File: src/rtl/exc_gen.sv
// Fetch-stage exception generator.
// Classifies each fetched word/PC and registers one trap request.
module exc_gen (
  input  logic        clk,
  input  logic        rst,
  input  logic [31:0] instruction,
  input  logic [31:0] pc,
  input  logic        csr_new_pc_req,
  input  logic        exe_new_pc_req,
  input  logic        wfi_req,
  input  logic        if_stall,
  input  logic        i_page_fault,
  output logic        exc_req_o,
  output logic [3:0]  exc_code_o
);

  localparam logic [6:0] OP_LUI    = 7'b0110111;
  localparam logic [6:0] OP_AUIPC  = 7'b0010111;
  localparam logic [6:0] OP_JAL    = 7'b1101111;
  localparam logic [6:0] OP_JALR   = 7'b1100111;
  localparam logic [6:0] OP_BRANCH = 7'b1100011;
  localparam logic [6:0] OP_LOAD   = 7'b0000011;
  localparam logic [6:0] OP_STORE  = 7'b0100011;
  localparam logic [6:0] OP_IMM    = 7'b0010011;
  localparam logic [6:0] OP_OP     = 7'b0110011;
  localparam logic [6:0] OP_MISC   = 7'b0001111;
  localparam logic [6:0] OP_AMO    = 7'b0101111;
  localparam logic [6:0] OP_SYSTEM = 7'b1110011;

  localparam logic [31:0] I_ECALL  = 32'h0000_0073;
  localparam logic [31:0] I_EBREAK = 32'h0010_0073;
  localparam logic [31:0] I_MRET   = 32'h3020_0073;
  localparam logic [31:0] I_SRET   = 32'h1020_0073;
  localparam logic [31:0] I_WFI    = 32'h1050_0073;

  localparam logic [3:0] C_MISALIGN = 4'd0;
  localparam logic [3:0] C_ILLEGAL  = 4'd2;
  localparam logic [3:0] C_BREAK    = 4'd3;
  localparam logic [3:0] C_ECALL    = 4'd8;
  localparam logic [3:0] C_PFAULT   = 4'd12;

  logic [6:0] opcode;
  logic [2:0] funct3;
  logic [6:0] funct7;
  logic [4:0] funct5;
  logic [4:0] rs2;
  logic [4:0] rd;
  logic       legal;
  logic       req_d;
  logic [3:0] code_d;
  logic       flush;

  assign opcode = instruction[6:0];
  assign funct3 = instruction[14:12];
  assign funct7 = instruction[31:25];
  assign funct5 = instruction[31:27];
  assign rs2    = instruction[24:20];
  assign rd     = instruction[11:7];
  assign flush  = csr_new_pc_req | exe_new_pc_req;

  // Decode whether the fetched word is a supported RV32IMA+Zicsr encoding.
  always_comb begin
    legal = 1'b0;
    case (opcode)
      OP_LUI, OP_AUIPC, OP_JAL:
        legal = 1'b1;
      OP_JALR:
        legal = (funct3 == 3'b000);
      OP_BRANCH:
        legal = (funct3 != 3'b010) && (funct3 != 3'b011);
      OP_LOAD:
        legal = (funct3 == 3'b000) || (funct3 == 3'b001) ||
                (funct3 == 3'b010) || (funct3 == 3'b100) ||
                (funct3 == 3'b101);
      OP_STORE:
        legal = (funct3 == 3'b000) || (funct3 == 3'b001) ||
                (funct3 == 3'b010);
      OP_IMM:
        case (funct3)
          3'b001:  legal = (funct7 == 7'b0000000);
          3'b101:  legal = (funct7 == 7'b0000000) ||
                           (funct7 == 7'b0100000);
          default: legal = 1'b1;
        endcase
      OP_OP:
        case (funct7)
          7'b0000000: legal = 1'b1;
          7'b0000001: legal = 1'b1;
          7'b0100000: legal = (funct3 == 3'b000) ||
                              (funct3 == 3'b101);
          default:    legal = 1'b0;
        endcase
      OP_MISC:
        legal = (funct3 == 3'b000) || (funct3 == 3'b001);
      OP_AMO:
        if (funct3 == 3'b010) begin
          case (funct5)
            5'b00000, 5'b00001, 5'b00011, 5'b00100,
            5'b01000, 5'b01100, 5'b10000, 5'b10100,
            5'b11000, 5'b11100: legal = 1'b1;
            5'b00010:           legal = (rs2 == 5'd0);
            default:            legal = 1'b0;
          endcase
        end
      OP_SYSTEM:
        case (funct3)
          3'b000:
            legal = (instruction == I_ECALL) ||
                    (instruction == I_EBREAK) ||
                    (instruction == I_MRET) ||
                    (instruction == I_SRET) ||
                    (instruction == I_WFI) ||
                    ((funct7 == 7'b0001001) && (rd == 5'd0));
          3'b100:  legal = 1'b0;
          default: legal = 1'b1;
        endcase
      default:
        legal = 1'b0;
    endcase
  end

  // Pick the highest-priority exception for this fetch slot.
  always_comb begin
    req_d  = 1'b1;
    code_d = 4'd0;
    priority case (1'b1)
      i_page_fault:              code_d = C_PFAULT;
      (pc[1:0] != 2'b00):        code_d = C_MISALIGN;
      !legal:                    code_d = C_ILLEGAL;
      (instruction == I_EBREAK): code_d = C_BREAK;
      (instruction == I_ECALL):  code_d = C_ECALL;
      default: begin
        req_d  = 1'b0;
        code_d = 4'd0;
      end
    endcase
  end

  // Output register: flush beats stall, stall holds, WFI idles.
  always_ff @(posedge clk) begin
    if (rst) begin
      exc_req_o  <= 1'b0;
      exc_code_o <= 4'd0;
    end else if (flush) begin
      exc_req_o  <= 1'b0;
      exc_code_o <= 4'd0;
    end else if (if_stall) begin
      exc_req_o  <= exc_req_o;
      exc_code_o <= exc_code_o;
    end else if (wfi_req) begin
      exc_req_o  <= 1'b0;
      exc_code_o <= 4'd0;
    end else begin
      exc_req_o  <= req_d;
      exc_code_o <= code_d;
    end
  end

endmodule

File: config.mk
export PLATFORM = sky130hd
export DESIGN_NAME = exc_gen
export DESIGN_NICKNAME = d
export VERILOG_FILES = /design/src/rtl/exc_gen.sv
export SDC_FILE = /design/constraint.sdc
export NUM_CORES = 1
export LEC_CHECK = 0
export ABC_AREA = 1
export BUFFER_PORTS_ARGS = -buffer_cell sky130_fd_sc_hd__buf_2
export CORE_UTILIZATION = 40
export CTS_CLUSTER_DIAMETER = 50
export DETAILED_ROUTE_END_ITERATION = 16
export PLACE_DENSITY = 0.95
export SYNTH_ARGS = -nofsm -noshare
export SYNTH_HDL_FRONTEND = slang
export SYNTH_SLANG_ARGS = --single-unit
File: constraint.sdc
create_clock -name clk -period 3.7 [get_ports clk]
set_input_delay 0.74 -clock clk [delete_from_list [all_inputs] [get_ports clk]]
set_output_delay 0.74 -clock clk [all_outputs]
set_load 0.03 [all_outputs]
### After elaboration in Yosys (flattened, before gate mapping)

Index checks and enable logic that the tools add are counted.
W data, S select, Z words.

| storage, ports and cells | value |
|---|---|
| logic and storage cells | 80 |
| flip-flop bits (word level) | 5 |
| output and inout port bits | 5 |

| operators by class | value |
|---|---|
| multiplexer cells | 18 |
| eq/ne operators | 36 |
| bitwise logic cells | 1 |
| reductions and logical operators | 23 |

Operators by type and width:

| cell | number |
|---|---|
| $eq A32 B29 Y1 const B | 2 |
| $eq A7 B6 Y1 const B | 5 |
| $eq A32 B21 Y1 const B | 1 |
| $eq A32 B30 Y1 const B | 1 |
| $eq A32 B7 Y1 const B | 1 |
| $eq A7 B7 Y1 const B | 4 |
| $mux W4 | 6 |
| $eq A5 B5 Y1 const B | 4 |
| $logic_not A5 Y1 | 3 |
| $eq A7 B4 Y1 const B | 2 |
| $eq A7 B5 Y1 const B | 2 |
| $logic_or A1 B1 Y1 | 11 |
| $eq A5 B2 Y1 const B | 2 |
| $eq A5 B4 Y1 const B | 2 |
| $pmux W1 S10 | 1 |
| $reduce_or A10 Y1 | 1 |
| $pmux W1 S2 | 4 |
| $eq A7 B1 Y1 const B | 1 |
| $eq A7 B2 Y1 const B | 1 |
| $logic_not A7 Y1 | 1 |
| $mux W1 | 7 |
| $eq A3 B3 Y1 const B | 2 |
| $ne A3 B2 Y1 const B | 2 |
| $eq A5 B1 Y1 const B | 1 |
| 9 further kinds | 11 |

### Logic depth before layout (Yosys ltp)

Gate-level depths: netlist of run 1.

| depth | value |
|---|---|
| depth in word-level cells | 12 |
| mapped depth | 14 |
| depth with buffers taken out | 14 |

### Least setup slack after synthesis of run 1

No wires, ideal clock.

| timing | value |
|---|---|
| kind | input to register |
| from | input port instruction[1] |
| to | register exc_req_o |
| path buffers | 0 |
| data required time | 3.582 ns |
| slack | 1.948 ns |
| stages | 11 |
| arrival | 1.634 ns |
| library setup time | 0.118 ns |
| path through | nand2_1 > nor3_4 > nand3_2 > nor2_4 > o21ai_2 > nand3_1 > nand2_1 > nand2_1 > nand2_1 > nand2_1 > a21oi_2 |

| on the way | value |
|---|---|
| word-level cells in the longest chain between the ends | 12 |
| elaborated cells between the ends (all ways) | 31 |

RTL lines:

| element | line | RTL |
|---|---|---|
| start, declared | 6 | `input logic [31:0] instruction,` |
| $eq A32 B7 Y1 / $eq A32 B21 Y1 (equally long branches) | - |  |
| $logic_or A1 B1 Y1 | 108 | `legal = (instruction == I_ECALL) \|\|` |
| $logic_or A1 B1 Y1 | 109 | `(instruction == I_EBREAK) \|\|` |
| $logic_or A1 B1 Y1 | 110 | `(instruction == I_MRET) \|\|` |
| $logic_or A1 B1 Y1 | 111 | `(instruction == I_SRET) \|\|` |
| $logic_or A1 B1 Y1 | 112 | `(instruction == I_WFI) \|\|` |
| $pmux W1 S2 | 106 | `case (funct3)` |
| $pmux W1 S10 | 64 | `case (opcode)` |
| $mux W1 * (3 in a row) | 126 | `priority case (1'b1)` |
| $mux W1 * | 150 | `end else if (wfi_req) begin` |
| end signal, assigned | 148 | `exc_req_o <= exc_req_o;` |
| end signal, assigned | 154 | `exc_req_o <= req_d;` |
| end, declared | 13 | `output logic exc_req_o,` |

Every way passes the cells marked *; elsewhere a longest branch is shown, timed or not.
A chain may end at the register's enable or synchronous reset.

### Worst setup path after layout of run 1

| timing | value |
|---|---|
| from | input port instruction[1] |
| to | register exc_code_o[1] |

| on the way | value |
|---|---|
| word-level cells in the longest chain between the ends | 12 |
| elaborated cells between the ends (all ways) | 30 |

RTL lines:

| element | line | RTL |
|---|---|---|
| $eq A32 B7 Y1 / $eq A32 B21 Y1 (equally long branches) | 108, 109, 130 |  |
| $logic_or A1 B1 Y1 | 108 |  |
| $logic_or A1 B1 Y1 | 109 |  |
| $logic_or A1 B1 Y1 | 110 |  |
| $logic_or A1 B1 Y1 | 111 |  |
| $logic_or A1 B1 Y1 | 112 |  |
| $pmux W1 S2 | 106 |  |
| $pmux W1 S10 | 64 |  |
| $mux W4 * (3 in a row) | 126 |  |
| $mux W4 * | 150 |  |
| end signal, assigned | 149 | `exc_code_o <= exc_code_o;` |
| end signal, assigned | 155 | `exc_code_o <= code_d;` |
| end, declared | 14 | `output logic [3:0] exc_code_o` |

Marked as above.

==> impl_metrics.yaml, run 1 <==
run_status:
  status: "finished, final reports clean"
clocking:
  h-tree-depth: 1
  cts_tree: "done"
  clk_latency_ns: 0.24
  post_cts_buffers: 0
  cts_buffer_depth: 2
  clk_pin_slew_ns: 0.05
  clockRootBuffer: "clkbuf_4"
  cts_buffers: 3
  cts_hold_buf: 0
  post_cts_resized: 0
  cts.sinks: 5
drt:
  drc: 0
  vias_per_cell: 4.67
  vias: 1162
  routed_wl_um: 2000
  wire_per_inst_um: 8.02
  first_iter_violations: 13
  drt_first_pass_iters: 4
  ant_nets: 0
timing:
  hold_violations: 0
  timing.final.ws_setup_ns: 1.93
  finalSetupViolations: 0
  fin_crit_sh_pct: 47.9
  worst_pin_slew_ns: 0.405
  rsz0062_at_grt: "no"
  max_clock_freq_mhz: 564
  fin_tns_setup_ns: 0
  skew_ns: 0
  fin_crit_ns: 1.77
  slew_headroom_pct: 72.3
  drv_slew: 0
grt:
  met2_usage_pct: 32.8
  antenna_found_initial: 0
  busiest_layer: "met2"
  grt_pass1_wl_um: 3020
  grtUsageTotal_pct: 17.9
  met1_usage_pct: 22.3
  grt_max_degree: 7
  grt.met3_usage_pct: 1.11
  grt-ovfl-total: 0
  grt_pass1_vias: 846
synth:
  avgSynthCellArea_um2: 4.94
  syn_nets: 244
  ys_ff_latch: 5
  synth-simple-area-share_pct: 67.2
  synth-compound-area-share_pct: 8.78
  syn_inst: 173
  ys_seq_area_share_pct: 11.7
  yosys-mux-area-fraction_pct: 0
  yosysWarningCount: 0
  synth_top_family_by_area: "simple AND/OR/NAND/NOR gates"
  synth-xor-area-share_pct: 0
  syn_area_um2: 855
  yosys.area_share.adder_pct: 0
  synth_cell_type_count: 24
placed_design:
  place_ws_ns: 1.68
  dp_hpwl_um: 1780
  port_buffers: 45
  place_congestion: 0.856
setup_path:
  start_kind: "input pin"
  cp.arrival_ns: 1.89
  endpoint_kind: "register"
  worst-endpoint-required_ns: 3.81
  crit_fanout: 4
  crit_type: "input pin to register"
  r2r_setup_slack_ns: 3.06
floorplanning:
  die_height_um: 48.2
  fp.coreArea_um2: 1980
  pin_count: 76
  fp.dieW_um: 48.2
  initial_core_util_pct: 43.1
  row_count: 16
  die-area_um2: 2330
finish:
  area_growth_syn_to_layout_pct: 33.4
  diodes: 0
  final_common_cell: "nand2_1"
  final_cell_mix: "nand2_1 (50), buf_2 (45), nor2_1 (40)"
  layout.nets: 294
  drive_gt1_share_pct: 31.1
flow_run:
  drv_cap: 0
pwr:
  leakagePower_uw: 0.000588
  p_per_area_nw_per_um2: 162
  vdd_drop_max_mv: 0.101
worst_hold_path:
  hold_path_class: "register to register"
==> logic make-up (layout without fill, tap and decap cells) <==
| family | Yosys count | count (layout) |
|---|---|---|
| simple gates | 128 | 128 |
| compound gates | 12 | 12 |
| buf+inv | 28 | 77 |
| flops | 5 | 5 |
==> sequential cells by signal, indices dropped and copies added, names as in the netlist <==
name / cells
exc_code_o: 4
exc_req_o: 1
==> critical path, cell delays in order <==
cell,delay [ns]
buf_2,0.07
nand2_1,0.12
nor3_4,0.24
nand3_2,0.13
nor2_4,0.14
o21ai_2,0.07
nand3_1,0.06
nand2_1,0.05
nand2_1,0.09
nand2_1,0.05
nand2_1,0.05
a21oi_1,0.05
==> synthesized netlist by cell type <==
library cell	count	area, um2
a2111oi_0	1	8.76
a21oi_2	1	8.76
nand3_1	21	105
nor3_1	4	20.0
nor3_2	1	10.0
o21ai_0	1	5.00
nand4_1	1	6.26
o21ai_2	1	8.76
a31oi_1	1	6.26
nor2_2	3	18.8
inv_1	19	71.3
nand3_2	1	10.0
or3_1	1	6.26
inv_2	9	33.8
nor3_4	1	16.3
nor2_4	2	22.5
nand2_1	50	188
a21boi_1	1	7.51
and3b_1	1	8.76
a21oi_1	4	20.0
nand2_2	2	12.5
o21ai_1	2	10.0
dfxtp_1	5	100
nor2_1	40	150
==> report_power, final <==
part	total [uW]	internal, uW	switching (uW)
logic	68.6	28.0	40.6
clock network	61.5	40.7	20.8
registers	54.7	54.5	0.207
total	185	123	61.6
==> metrics by stage <==
stage	cells	hold WS, ns	instance area (um2)	utilization (%)	total power (uW)
after floorplan	173	0.580	855	-	89.9
after global placement	245	0.442	1110	56.2	123
after detailed placement	245	0.457	1110	56.2	124
after CTS	249	0.464	1140	57.5	187
after global routing	249	0.479	1140	57.5	202
final	249	0.461	1140	57.5	185
==> layer usage <==
| metal | vias to the layer above | share of wire (%) |
|---|---|---|
| met5 | - | 0 |
| li1 | 643 | - |
| met1 | 482 | 45 |
| met4 | 0 | 0.45 |
| met3 | 2 | 5.6 |
| met2 | 35 | 48 |
==> final timing paths <==
check	start	end	cells after the start
worst max-delay path	instruction[1]	exc_code_o[1]	12
worst min-delay path	exc_code_o[2]	exc_code_o[2]	2
worst min register to register	exc_code_o[2]	exc_code_o[2]	2
worst max register to register	exc_code_o[3]	exc_code_o[3]	2
==> layout make-up <==
class | instances | area (um2)
fill | 220 | 842
tap | 27 | 33.8
timing repair buffer | 45 | 225
clock buffer | 4 | 26.3
sequential | 5 | 100
multi-input combinational | 140 | 649
inverter | 28 | 105
No activity file was read; power rests on OpenSTA's default activity.
==> run 2, diff against run 1 <==
CORE_UTILIZATION = 37   (was 40)
PLACE_DENSITY = 0.91   (was 0.95)
clock period = 1.7 ns   (was 3.7 ns; I/O delays follow)
==> run 2 against run 1 <==
  * Via count unchanged
  * Clock power up 120%
  * Sequential share of layout area about the same
  * Final cell count up 0.40%
  * Largest power group unchanged
  * Clock skew unchanged
  * Register-to-register slack worse by 2.0 ns
  * Highest routed layer unchanged
==> impl_metrics.yaml, run 2 (same netlist as run 1, synthesis figures left out) <==
timing:
  drv_slew: 0
  hold_violations: 0
  finalSetupViolations: 0
  slew_headroom_pct: 70.1
  max_clock_freq_mhz: 726
  fin_tns_setup_ns: 0
  rsz0062_at_grt: "no"
  worst_pin_slew_ns: 0.437
  fin_crit_sh_pct: 81.0
  fin_crit_ns: 1.38
  skew_ns: 0
  timing.final.ws_setup_ns: 0.323
floorplanning:
  fp.dieW_um: 50.1
  die_height_um: 50.1
  fp.coreArea_um2: 2190
  initial_core_util_pct: 39.0
  row_count: 17
  pin_count: 76
  die-area_um2: 2510
setup_path:
  crit_top_cell: "nand2_1"
  cp.arrival_ns: 1.50
  r2r_setup_slack_ns: 1.11
  critPathSlowestCell: "a2111oi_0"
  crit_path_cell_trace: "buf_2 -> nand2_1 -> nor2_1 -> nand2_1 -> a2111oi_0 -> nand2_1 -> nand2_1 -> nand2_1 -> nand2_1 -> a21oi_1"
  start_kind: "input pin"
  worstSetupPathDepth: 10
  ff2ff_path_depth: 2
  endpoint_kind: "register"
  cp_num_buf_inv: 1
  critPathMaxStageDelay_ns: 0.37
  crit_fanout: 4
  crit_type: "input pin to register"
  worst-endpoint-required_ns: 1.82
  cp_top_family: "simple AND/OR/NAND/NOR gates"
finish:
  fillers: 252
  top_register: "exc_code_o"
  layout.nets: 294
  final_common_cell: "nand2_1"
  drive_gt1_share_pct: 31.1
  final_cell_mix: "nand2_1 (50), buf_2 (45), nor2_1 (40)"
  diodes: 0
  design_area_um2: 1140
  final_cells: 250
  area_growth_syn_to_layout_pct: 33.5
  top_regs: "exc_code_o: 4 flops, exc_req_o: 1 flops"
  largest_reg_flops: 4
clocking:
  cts_hold_buf: 0
  clk_latency_ns: 0.24
  cts_tree: "done"
  cts_buffers: 3
  post_cts_resized: 0
  clockRootBuffer: "clkbuf_4"
  cts_buffer_depth: 2
  h-tree-depth: 1
  post_cts_buffers: 0
  cts.sinks: 5
  clk_pin_slew_ns: 0.04
drt:
  vias_per_cell: 4.65
  drt_first_pass_iters: 4
  routed_wl_um: 1980
  first_iter_violations: 32
  wire_per_inst_um: 7.90
  ant_nets: 0
  drc: 0
  vias: 1162
worst_hold_path:
  worstHoldPathCells: 3
  hold_path_class: "input pin to register"
grt:
  grt_max_degree: 7
  antenna_found_initial: 0
  grt_pass1_wl_um: 3350
  grtUsageTotal_pct: 16.9
  grt-ovfl-total: 0
  grt_pass1_vias: 917
flow_run:
  drv_cap: 0
run_status:
  status: "finished, final reports clean"
placed_design:
  place_congestion: 0.858
  port_buffers: 45
  dp_hpwl_um: 1750
  place_ws_ns: 0.0544
  dp_cells: 246
  place_area_um2: 1110
pwr:
  vdd_drop_max_mv: 0.236
  p_per_area_nw_per_um2: 352
  leakagePower_uw: 0.000588
  power.total_uw: 402
## run 2: cell counts in the layout (fill, tap and decap cells not counted)
Identical to the previous run, type by type.
## run 2: worst paths after layout
path | start | endpoint
worst min-delay path | if_stall | exc_code_o[0]
worst min register to register | exc_code_o[0] | exc_code_o[0]
worst max register to register | exc_code_o[3] | exc_code_o[3]
worst max-delay path | instruction[1] | exc_code_o[1]
## run 2: power breakdown
group / internal (uW) / leakage (uW) / switching (uW)
registers: 119 / 0.0000403 / 0.452
clock network: 88.5 / 0.0000150 / 45.6
logic: 61.0 / 0.000533 / 87.6
total: 268 / 0.000588 / 134
## run 2: stage by stage
step                      hold WS, ns  utilization, %
after detailed placement        0.454            50.9
after floorplan                 0.480               -
final                           0.395            52.1
after global routing            0.415            52.1
after CTS                       0.383            52.1
after global placement          0.443            50.9
## run 2: layout make-up
cell class	instances	area [um2]	area share [%]
Tap cell	28	35.0	3.07
Multi-Input combinational cell	140	649	56.9
Sequential cell	5	100	8.77
Clock buffer	4	26.3	2.30
Inverter	28	105	9.21
Timing Repair Buffer	45	225	19.7
## run 2: metal layers
layer | up-vias | track usage (%) | part of all wire (%) | routed length (um)
li1 | 640 | - | - | -
met1 | 480 | 20.5 | 45 | 882
met2 | 40 | 30.2 | 48 | 951
met3 | 2 | 0.926 | 6.8 | 134
met4 | 0 | 7.14 | 0.30 | 6
met5 | - | 0 | 0 | 0
## run 2: worst register-to-register path, stage by stage (launching register included)
cell	delay, ns
dfxtp_1	0.31
nand2_1	0.06
a31oi_1	0.14
==> run 3, diff against run 2 <==
clock period = 1.3 ns   (was 1.7 ns; I/O delays follow)
==> run 3 against run 2 <==
  * Via count is 9.1% higher
  * Critical path type unchanged
  * Setup slack worse by 0.23 ns
  * Clock skew did not move
  * Total power is 51% higher
  * Sequential power increased by 31%
==> impl_metrics.yaml, run 3 (same netlist as run 1, synthesis figures left out) <==
clocking:
  cts_buffer_depth: 2
  clockRootBuffer: "clkbuf_4"
  cts_buffers: 3
  h-tree-depth: 1
  clk_latency_ns: 0.24
  cts_tree: "done"
  clk_pin_slew_ns: 0.04
  cts.sinks: 5
  cts_hold_buf: 0
finish:
  diodes: 0
  fillers: 220
  layout.nets: 314
  area_growth_syn_to_layout_pct: 66.6
  largest_reg_flops: 4
  top_regs: "exc_code_o: 4 flops, exc_req_o: 1 flops"
  final_cell_mix: "nand2_1 (46), buf_2 (40), nor2_1 (32)"
  drive_gt1_share_pct: 43.8
  final_cells: 270
  top_register: "exc_code_o"
  final_common_cell: "nand2_1"
grt:
  grt_pass1_vias: 972
  grtUsageTotal_pct: 17.1
  grt_max_degree: 7
  grt_pass1_wl_um: 3440
  grt-ovfl-total: 0
  antenna_found_initial: 0
drt:
  drt_first_pass_iters: 4
  ant_nets: 0
  routed_wl_um: 2490
  drc: 0
  vias: 1268
  first_iter_violations: 45
  wire_per_inst_um: 9.21
  vias_per_cell: 4.70
timing:
  drv_slew: 0
  max_clock_freq_mhz: 825
  slew_headroom_pct: 70.9
  worst_hold_slack_ns: 0.313
  skew_ns: 0
  timing.final.ws_setup_ns: 0.0885
  fin_crit_sh_pct: 93.2
  hold_violations: 0
  finalSetupViolations: 0
  fin_crit_ns: 1.21
  worst_pin_slew_ns: 0.425
floorplanning:
  fp.coreArea_um2: 2190
  die-area_um2: 2510
  initial_core_util_pct: 39.0
  pin_count: 76
  die_height_um: 50.1
  row_count: 17
  fp.dieW_um: 50.1
pwr:
  p_per_area_nw_per_um2: 426
  p_int_uw: 397
  power.total_uw: 606
  p_sw_uw: 209
  leakagePower_uw: 0.000718
  p_seq_share_pct: 25.7
  p_clk_share_pct: 29.8
  vdd_drop_max_mv: 0.308
  swShare_pct: 34.5
  combPwrFrac_pct: 44.5
placed_design:
  place_ws_ns: -0.199
  dp_hpwl_um: 1910
  dp_cells: 262
  port_buffers: 45
  place_congestion: 0.818
setup_path:
  start_kind: "input pin"
  cp.arrival_ns: 1.34
  crit_fanout: 3
  worst-endpoint-required_ns: 1.43
  endpoint_kind: "register"
  crit_type: "input pin to register"
run_status:
  status: "finished, final reports clean"
flow_run:
  drv_cap: 0
worst_hold_path:
  hold_path_class: "input pin to register"
[run 3: power by group through the flow]
stage	Clock (uW)	Sequential (uW)	Combinational, uW
after floorplan	0	161	94.6
after global placement	0	158	220
after detailed placement	0	159	225
after CTS	186	156	226
after global routing	191	156	297
final	180	156	270
[run 3: what timing repair did]
action | CTS | global route
setup buffers | 0 | 4
setup endpoints to repair | 0 | 2
resized for setup | 0 | 42
[run 3: per-stage QoR]
| stage | util (%) | TNS (ns) | cell area (um2) |
|---|---|---|---|
| after global routing | 65.0 | -0.0227 | 1420 |
| final | 65.0 | 0 | 1420 |
| after global placement | 56.4 | -0.306 | 1230 |
| after floorplan | - | 0 | 855 |
| after detailed placement | 56.4 | -0.443 | 1230 |
| after CTS | 57.6 | 0 | 1260 |
[run 3: area by class of cell]
| class | instances | area [um2] | area share [%] |
|---|---|---|---|
| multi-input combinational | 140 | 731 | 51.3 |
| inverter | 28 | 120 | 8.44 |
| sequential | 5 | 100 | 7.03 |
| timing repair buffer | 65 | 412 | 28.9 |
| tap | 28 | 35.0 | 2.46 |
| clock buffer | 4 | 26.3 | 1.85 |
[run 3: routing by layer]
metal | GRT usage (%) | wire length [um]
met4 | 5.71 | 52
met2 | 31.8 | 1260
met3 | 0.926 | 128
met5 | 0 | 0
met1 | 20.4 | 1050
[run 3: critical path: stages]
cell and delay (ns):
buf_2 0.13, nor3_4 0.25, buf_6 0.15, nand3_1 0.07, nand3_1 0.09, nor2_1 0.05, nand2_1 0.05, nor2_1 0.04
nand2_1 0.07, nand2_1 0.05, nand2_1 0.07, a21oi_2 0.05
[run 3: worst paths after layout]
kind         slack [ns]             to      startpoint  cells after the start
max                0.09  exc_code_o[1]  instruction[3]                     12
min                0.31  exc_code_o[2]        if_stall                      3
max reg2reg        0.70  exc_code_o[3]   exc_code_o[3]                      2
min reg2reg        0.46  exc_code_o[1]   exc_code_o[1]                      2
